$ cat config.mk
export PLATFORM = sky130hd
export DESIGN_NAME = modbus_func_engine
export DESIGN_NICKNAME = d
export VERILOG_FILES = /design/src/rtl/modbus_func_engine.sv
export SDC_FILE = /design/constraint.sdc
export NUM_CORES = 1
export LEC_CHECK = 0
export BUFFER_PORTS_ARGS = -buffer_cell sky130_fd_sc_hd__buf_2
export CAP_MARGIN = 20
export CELL_PAD_IN_SITES_DETAIL_PLACEMENT = 0
export CELL_PAD_IN_SITES_GLOBAL_PLACEMENT = 1
export CORE_UTILIZATION = 33
export CTS_BUF_LIST = sky130_fd_sc_hd__clkbuf_4 sky130_fd_sc_hd__clkbuf_8 sky130_fd_sc_hd__clkbuf_16
export CTS_CLUSTER_DIAMETER = 60
export DETAILED_ROUTE_END_ITERATION = 8
export PLACE_DENSITY = 0.8
export SLEW_MARGIN = 10
export SYNTH_ARGS = -nofsm -noshare
export SYNTH_HDL_FRONTEND = slang
export SYNTH_SLANG_ARGS = --single-unit
$ cat constraint.sdc
create_clock -name clk -period 4.6 [get_ports clk]
set_input_delay 0.46 -clock clk [delete_from_list [all_inputs] [get_ports clk]]
set_output_delay 0.46 -clock clk [all_outputs]
set_load 0.005 [all_outputs]
$ cat src/rtl/modbus_func_engine.sv
// Modbus RTU function engine: serves 03/04 multi-register reads into the response
// DPRAM and 06 single-register writes with an acknowledge timeout.
module modbus_func_engine #(
    parameter int HOLD_NUM    = 4,
    parameter int INPUT_NUM   = 4,
    parameter int ADDR_BASE   = 1,
    parameter int MAX_QTY     = 16,
    parameter int WAIT_CYCLES = 1024
) (
    input  logic                    clk,
    input  logic                    rst_n,
    input  logic                    rx_message_done,
    input  logic [7:0]              func_code,
    input  logic [15:0]             addr,
    input  logic [15:0]             data,
    input  logic                    exception_done,
    input  logic [7:0]              exception_in,
    input  logic [HOLD_NUM*16-1:0]  hold_regs,
    input  logic [INPUT_NUM*16-1:0] input_regs,
    output logic                    dpram_wen,
    output logic [7:0]              dpram_addr,
    output logic [15:0]             dpram_wdata,
    output logic                    reg_wen,
    output logic [7:0]              reg_waddr,
    output logic [15:0]             reg_wdat,
    input  logic                    reg_w_done,
    input  logic                    reg_w_status,
    output logic [7:0]              tx_quantity,
    output logic [7:0]              exception_out,
    output logic                    handler_done
);

    localparam int          TW        = $clog2(WAIT_CYCLES) + 1;
    localparam logic [16:0] BASE17    = 17'(ADDR_BASE);
    localparam logic [16:0] HOLD17    = 17'(HOLD_NUM);
    localparam logic [16:0] INPUT17   = 17'(INPUT_NUM);
    localparam logic [16:0] MAXQ17    = 17'(MAX_QTY);
    localparam logic [TW-1:0] TMO_LAST = TW'(WAIT_CYCLES - 1);

    localparam logic [7:0] EXC_FUNC  = 8'h01;
    localparam logic [7:0] EXC_ADDR  = 8'h02;
    localparam logic [7:0] EXC_VALUE = 8'h03;
    localparam logic [7:0] EXC_DEV   = 8'h04;

    typedef enum logic [2:0] {
        S_IDLE,
        S_CHECK,
        S_READ,
        S_WREQ,
        S_WWAIT,
        S_DONE
    } state_t;

    state_t          state_q, state_nxt;
    logic [7:0]      func_q;
    logic [15:0]     addr_q;
    logic [15:0]     data_q;
    logic [7:0]      k_q, k_nxt;
    logic [TW-1:0]   timer_q, timer_nxt;
    logic [7:0]      txq_nxt;
    logic [7:0]      exc_nxt;

    // 17-bit so that neither the offset nor offset+quantity can wrap.
    logic [16:0] off17;
    logic [16:0] qty17;
    logic        addr_low;
    logic [7:0]  rd_idx;
    logic [15:0] rd_hold;
    logic [15:0] rd_input;

    assign off17    = {1'b0, addr_q} - BASE17;
    assign qty17    = {1'b0, data_q};
    assign addr_low = ({1'b0, addr_q} < BASE17);
    assign rd_idx   = off17[7:0] + k_q;

    always_comb begin
        rd_hold  = '0;
        rd_input = '0;
        for (int i = 0; i < HOLD_NUM; i++)
            if (rd_idx == 8'(i)) rd_hold = hold_regs[16*i +: 16];
        for (int i = 0; i < INPUT_NUM; i++)
            if (rd_idx == 8'(i)) rd_input = input_regs[16*i +: 16];
    end

    // NOTE: latched request fields are ordinary flops, so they get reset like the rest of the state.
    always_ff @(posedge clk or negedge rst_n) begin
        if (!rst_n) begin
            state_q       <= S_IDLE;
            func_q        <= '0;
            addr_q        <= '0;
            data_q        <= '0;
            k_q           <= '0;
            timer_q       <= '0;
            tx_quantity   <= '0;
            exception_out <= '0;
        end else begin
            // NOTE: non-blocking assignments here so every flop samples pre-edge values.
            state_q       <= state_nxt;
            k_q           <= k_nxt;
            timer_q       <= timer_nxt;
            tx_quantity   <= txq_nxt;
            exception_out <= exc_nxt;
            if (state_q == S_IDLE && rx_message_done) begin
                func_q <= func_code;
                addr_q <= addr;
                data_q <= data;
            end
        end
    end

    always_comb begin
        // NOTE: every output and next-state value gets a default first, so no latch is inferred.
        state_nxt    = state_q;
        k_nxt        = k_q;
        timer_nxt    = timer_q;
        txq_nxt      = tx_quantity;
        exc_nxt      = exception_out;
        dpram_wen    = 1'b0;
        dpram_addr   = '0;
        dpram_wdata  = '0;
        reg_wen      = 1'b0;
        reg_waddr    = '0;
        reg_wdat     = '0;
        handler_done = 1'b0;

        case (state_q)
            S_IDLE: begin
                if (exception_done) begin
                    if (exception_in != 8'h00) begin
                        exc_nxt   = exception_in;
                        txq_nxt   = '0;
                        state_nxt = S_DONE;
                    end else begin
                        state_nxt = S_CHECK;
                    end
                end
            end

            S_CHECK: begin
                k_nxt     = '0;
                timer_nxt = '0;
                txq_nxt   = '0;
                state_nxt = S_DONE;
                case (func_q)
                    8'h03, 8'h04: begin
                        if (qty17 == 17'd0 || qty17 > MAXQ17)
                            exc_nxt = EXC_VALUE;
                        else if (addr_low ||
                                 (off17 + qty17) > ((func_q == 8'h03) ? HOLD17 : INPUT17))
                            exc_nxt = EXC_ADDR;
                        else
                            state_nxt = S_READ;
                    end
                    8'h06: begin
                        if (addr_low || off17 >= HOLD17)
                            exc_nxt = EXC_ADDR;
                        else
                            state_nxt = S_WREQ;
                    end
                    default: exc_nxt = EXC_FUNC;
                endcase
            end

            S_READ: begin
                dpram_wen   = 1'b1;
                dpram_addr  = k_q;
                dpram_wdata = (func_q == 8'h04) ? rd_input : rd_hold;
                k_nxt       = k_q + 8'd1;
                if (k_q + 8'd1 == data_q[7:0]) begin
                    txq_nxt   = data_q[7:0];
                    exc_nxt   = '0;
                    state_nxt = S_DONE;
                end
            end

            S_WREQ: begin
                reg_wen   = 1'b1;
                reg_waddr = off17[7:0];
                reg_wdat  = data_q;
                timer_nxt = '0;
                state_nxt = S_WWAIT;
            end

            S_WWAIT: begin
                timer_nxt = timer_q + TW'(1);
                if (reg_w_done) begin
                    exc_nxt   = reg_w_status ? EXC_DEV : 8'h00;
                    txq_nxt   = reg_w_status ? 8'd0 : 8'd1;
                    state_nxt = S_DONE;
                end else if (timer_q == TMO_LAST) begin
                    exc_nxt   = EXC_DEV;
                    txq_nxt   = '0;
                    state_nxt = S_DONE;
                end
            end

            S_DONE: begin
                handler_done = 1'b1;
                state_nxt    = S_IDLE;
            end

            default: state_nxt = S_IDLE;
        endcase
    end

endmodule

; Word level (Yosys, flattened, before mapping)
; Cells that the tools add are included.
[totals]
regBits = 78
inputBits = 182
output_inout_bits = 67
[op_classes]
n_addsub = 5
magnitude_cmp = 4
eq_ne = 19
mux = 46
reduce_logical = 16
[op_table]
columns = cell, count
row1 = two-way mux 16 bit, 11
row2 = two-way mux 8 bit, 15
row3 = one-hot mux 8 bit (4 select lines), 2
row4 = one-hot mux 8 bit (2 select lines), 2
row5 = two-way mux 3 bit, 9
row6 = "equality test 8 x 2 -> 1 bit, second input constant", 3
row7 = one-hot mux 11 bit (2 select lines), 1
row8 = adder 17 x 16 -> 17 bit, 1
row9 = ">= comparator 17 x 3 -> 1 bit, second input constant", 1
row10 = "greater-than comparator 17 x 3 -> 1 bit, second input constant", 1
row11 = logical NOT 17 bit, 1
row12 = "subtractor 16 x 1 -> 17 bit, second input constant", 1
row13 = "equality test 8 x 3 -> 1 bit, second input constant", 2
row14 = "greater-than comparator 16 x 5 -> 1 bit, second input constant", 1
row15 = "< comparator 16 x 1 -> 1 bit, second input constant", 1
row16 = one-hot mux 3 bit (5 select lines), 1
row17 = "adder 11 x 1 -> 11 bit, second input constant", 1
row18 = "equality test 11 x 10 -> 1 bit, second input constant", 1
row19 = "adder 8 x 1 -> 8 bit, second input constant", 1
row20 = adder 8 bit, 1
row21 = "equality test 8 x 1 -> 1 bit, second input constant", 1
row22 = equality test 8 bit, 1
row23 = logical NOT 8 bit, 1
row24 = nonzero test 8 bit, 1
row25 = 18 further kinds, 29

; Logic depth before layout (Yosys ltp)
[depth]
depth_word = 9
depth_mapped = 15

; Worst setup path before layout
; OpenSTA, ideal clock, no wires.
[synth_path]
path_kind = flip-flop to flip-flop
from = register addr_q[0]
to = register exception_out[1]
setup_ns = 0.125
arrival_time_ns = 4.201
required_ns = 4.475
path_slack_ns = 0.274
stages_incl_launch_ff = 15
path_buffers = 0
cell_sequence = dfrtp_1 inv_1 ha_1 or3b_2 or3_1 nor4_1 xor2_1 ha_1 a21o_1 a311o_1 o211ai_1 nand4_1 or4_1 o21ai_4 mux2_2
[synth_between]
elab_chain_cells = 6
word_cells_on_any_way = 10
classes_between = add/sub: 2 / order compare: 3 / eq/ne: 2 / reduce/logical: 3
[synth_lines]
columns = element, line
row1 = start: declaration, 56  ; logic [15:0] addr_q;
row2 = start signal: assignment, 105  ; addr_q <= addr;
row3 = subtractor 16 x 1 -> 17 bit, 71  ; assign off17 = {1'b0, addr_q} - BASE17;
row4 = adder 17 x 16 -> 17 bit, 149  ; (off17 + qty17) > ((func_q == 8'h03) ? HOLD17 : INPUT17))
row5 = greater-than comparator 17 x 3 -> 1 bit, 149
row6 = logical OR 1 bit, 148  ; else if (addr_low ||
row7 = inequality test 4 bit (no source line), n/a
row8 = AND reduction 7 bit (no source line) *, n/a
row9 = end signal: assignment, 102  ; exception_out <= exc_nxt;
row10 = end: declaration, 29  ; output logic [7:0] exception_out,
; Every way passes the cells marked *; elsewhere a longest branch is shown, timed or not.
; A chain may end at the register's enable or synchronous reset.

; Worst setup path after layout
[layout_path]
from = register addr_q[3]
to = register exception_out[1]
; The elaborated chain is that of the path after synthesis.

==> impl_metrics.ini <==
[sta]
maxSlewHeadroom = 0.528
fmax_mhz = 225
fin_setup_tns_ps = 0
clock_skew_ps = 7.96
rsz0062_at_grt = no
tightest_slew_ps = 709
whs_ps = 45.8
fin_crit_sh = 0.966
finalHoldViolations = 0
final.setup.worst_slack_ps = 157
drv_slew = 0
setup_viol = 0
period_minus_slack_ps = 4440

[grt]
grt_max_degree = 79
gr-total-overflow = 0
antenna_found_initial = 0
grt_pass1_wl_um = 35500
grt_pass1_vias = 6443
track_usage = 0.226

[placement]
dp_hpwl_um = 18300
finalWeightedCongestion = 0.902
io_buffers = 248
place_ws_ps = 111

[pwr]
ir_worst_vdd_mv = 0.347
p_leak_nw = 4.12
p_comb_frac = 0.654
swShare = 0.495
seqPwrFrac = 0.220
switching_power_w = 0.00281
clkPwrFrac = 0.126
p_per_area_nw_per_um2 = 661
internal_power_w = 0.00286

[route]
num_vias = 7052
drtIter0Drc = 546
drt-pass1-iter-count = 5
drc = 0
wl_per_cell_um = 18.2
viasPerCell = 5.45
drt-total-wl_um = 23600
postRouteAntennaNets = 0

[min_path]
hp-class = in2async

[worst_setup_path]
r2r_start = addr_q[3]
crit_family = simple AND/OR/NAND/NOR gates
crit_path_end_kind = register
cp_slowest_cell = or4_4
path_cells = or4_4 -> or3_1 -> nor3_1 -> xor2_1 -> ha_1 -> buf_4 -> nand4_1 -> a21oi_1 -> a221oi_1 -> or3_1 -> nand4_1 -> or3b_1 -> o21ai_4 -> mux2_2
required_ps = 4840
path_buf_inv = 1
cp.arrival_ps = 4680
startpoint_type = register
cpPeakStageDelay_ps = 590
crit_start = addr_q[3]
critPathKind = reg2reg
cp_max_fo = 7

[synth]
synthesis.area_um2 = 6570
ys_async_sr_fraction = 1.00
ys_types = 68
yosysSeqAreaShare = 0.297
synth_area_per_cell_um2 = 8.42
synthCells = 780
ys_ff_latch = 78
synth_top_flop_cell = dfrtp_1
syn_nets = 991
yosysWarnings = 0
synth-edff-count = 0

[floorplan]
io_pins = 249
die-area_um2 = 20500
fp.dieH_um = 143
coreArea_um2 = 19500
std_cell_rows = 51
fp.dieW_um = 143
start_util = 0.338

[finish]
antenna_cells = 0
post-route-util = 0.441
layout.nets = 1236
syn_to_final_growth_pct = 30.5
nFillCells = 2002
drive_gt1_frac = 0.350

[outcome]
status = finished clean

[cts]
cts_tree = yes
clock_sinks = 78
h-tree-depth = 3
post_cts_buffers = 0
root_buffer = clkbuf_16
clkTransAtPathRegs_ps = 60
postCtsHoldBufs = 0
clk_path_buf_depth = 2
cts_made_buffers = 9
clk_latency_ps = 360

[run]
max_cap_violations = 0
[timing repair]
item,in CTS,in global routing
resized for setup,0,12
hold endpoints to repair,0,0
endpoints found under the setup margin,0,26
[through the flow]
step | total power, W | std cells | instance area [um2]
finish | 0.00567 | 1295 | 8570
global route | 0.00613 | 1295 | 8570
CTS | 0.00558 | 1293 | 8490
detailed placement | 0.00485 | 1277 | 8190
global placement | 0.00485 | 1277 | 8190
floorplan | 0.00371 | 780 | 6570
[final cells by class]
class	instances	area, um2	share of cell area
multi-input cells	633	4380	0.511
flip-flops and latches	78	1950	0.228
repair buffers	278	1520	0.177
well taps	265	332	0.0387
clock buffers	11	253	0.0295
inverters	25	93.8	0.0109
clock inverters	5	41.3	0.00482
[cells by family after synthesis]
| kind of cell | share of synthesized area |
|---|---|
| AND/OR/NAND/NOR | 0.217 |
| flip-flops | 0.297 |
| adder cells (fa/ha/maj) | 0.0575 |
| XOR/XNOR | 0.0398 |
| AO/OA/AOI/OAI | 0.237 |
| multiplexers | 0.107 |
| buffers and inverters | 0.0442 |
[placed cells by master (no fill, tap or decap), types with 7 or more instances in the layout]
cell type / synthesis / routed
mux2i_1: 22 / 22
buf_4: 5 / 27
xnor2_1: 14 / 14
nand4_1: 7 / 7
a22oi_1: 15 / 15
mux2_2: 41 / 41
nand3_1: 18 / 18
and2_1: 8 / 8
or3_1: 9 / 9
a31oi_1: 10 / 10
nor3_1: 25 / 23
a221oi_1: 31 / 30
ha_1: 27 / 27
clkbuf_16: 0 / 9
inv_1: 25 / 25
a21oi_1: 35 / 34
dfrtp_1: 78 / 78
nor2_1: 49 / 49
nand2_1: 84 / 84
nor4_1: 12 / 10
nor2b_1: 19 / 19
xor2_1: 14 / 14
a31o_2: 7 / 7
buf_2: 4 / 247
and3_1: 28 / 28
o31ai_1: 9 / 9
o21ai_0: 66 / 64
[power by group through the flow]
stage,registers [W],clock network (W),logic [W]
after floorplan,0.00112,0,0.00259
after global placement,0.00124,0,0.00361
after detailed placement,0.00125,0,0.00359
after CTS,0.00124,0.000721,0.00362
after global routing,0.00128,0.000755,0.00409
final,0.00125,0.000712,0.00371
[sequential cells by signal (all words and copies together) (netlist names)]
register       flops
exception_out      8
addr_q            16
data_q            16
tx_quantity        8
k_q                8
timer_q           11
state_q            3
func_q             8
[Yosys cell counts (all sizes together), types with 4 or more instances]
library cell	number	area share
o2111ai	5	0.0067
mux2i	22	0.034
and2	8	0.0076
a32o	5	0.0076
o31ai	9	0.010
a31o	7	0.0093
nand2	84	0.048
nand3	18	0.014
a221oi	31	0.041
a31oi	10	0.0095
or4	6	0.0080
nor2b	19	0.018
o211ai	5	0.0057
nand4	7	0.0067
buf	14	0.013
a21oi	35	0.027
nor3	26	0.021
ha	27	0.051
inv	25	0.014
a22oi	15	0.017
clkbuf	30	0.017
o21ai	69	0.054
dfrtp	78	0.30
xor2	14	0.019
o21bai	4	0.0046
mux2	43	0.074
and3	28	0.027
nor2	49	0.028
a2111oi	5	0.0095
or3	9	0.0086
and4	5	0.0067
a211oi	4	0.0046
xnor2	15	0.021
nor4	12	0.011
[final timing paths]
path                                    end  slack (ps)  cells after the start
max                        exception_out[1]         160                     14
min                              data_q[11]          50                      1
max reg2reg                exception_out[1]         160                     14
min reg2reg                      timer_q[8]         490                      1
max in group asynchronous    tx_quantity[2]        3980                      2
min in group clk                  addr_q[0]         310                      3
[layer usage]
layer | track usage | routed length, um | vias to the layer above
met5 | 0 | 0 | -
met4 | 0.0628 | 374 | 0
met3 | 0.0362 | 1310 | 29
met2 | 0.328 | 10400 | 245
met1 | 0.341 | 11600 | 3339
li1 | - | - | 3439
(Power assumes the default switching activity.)
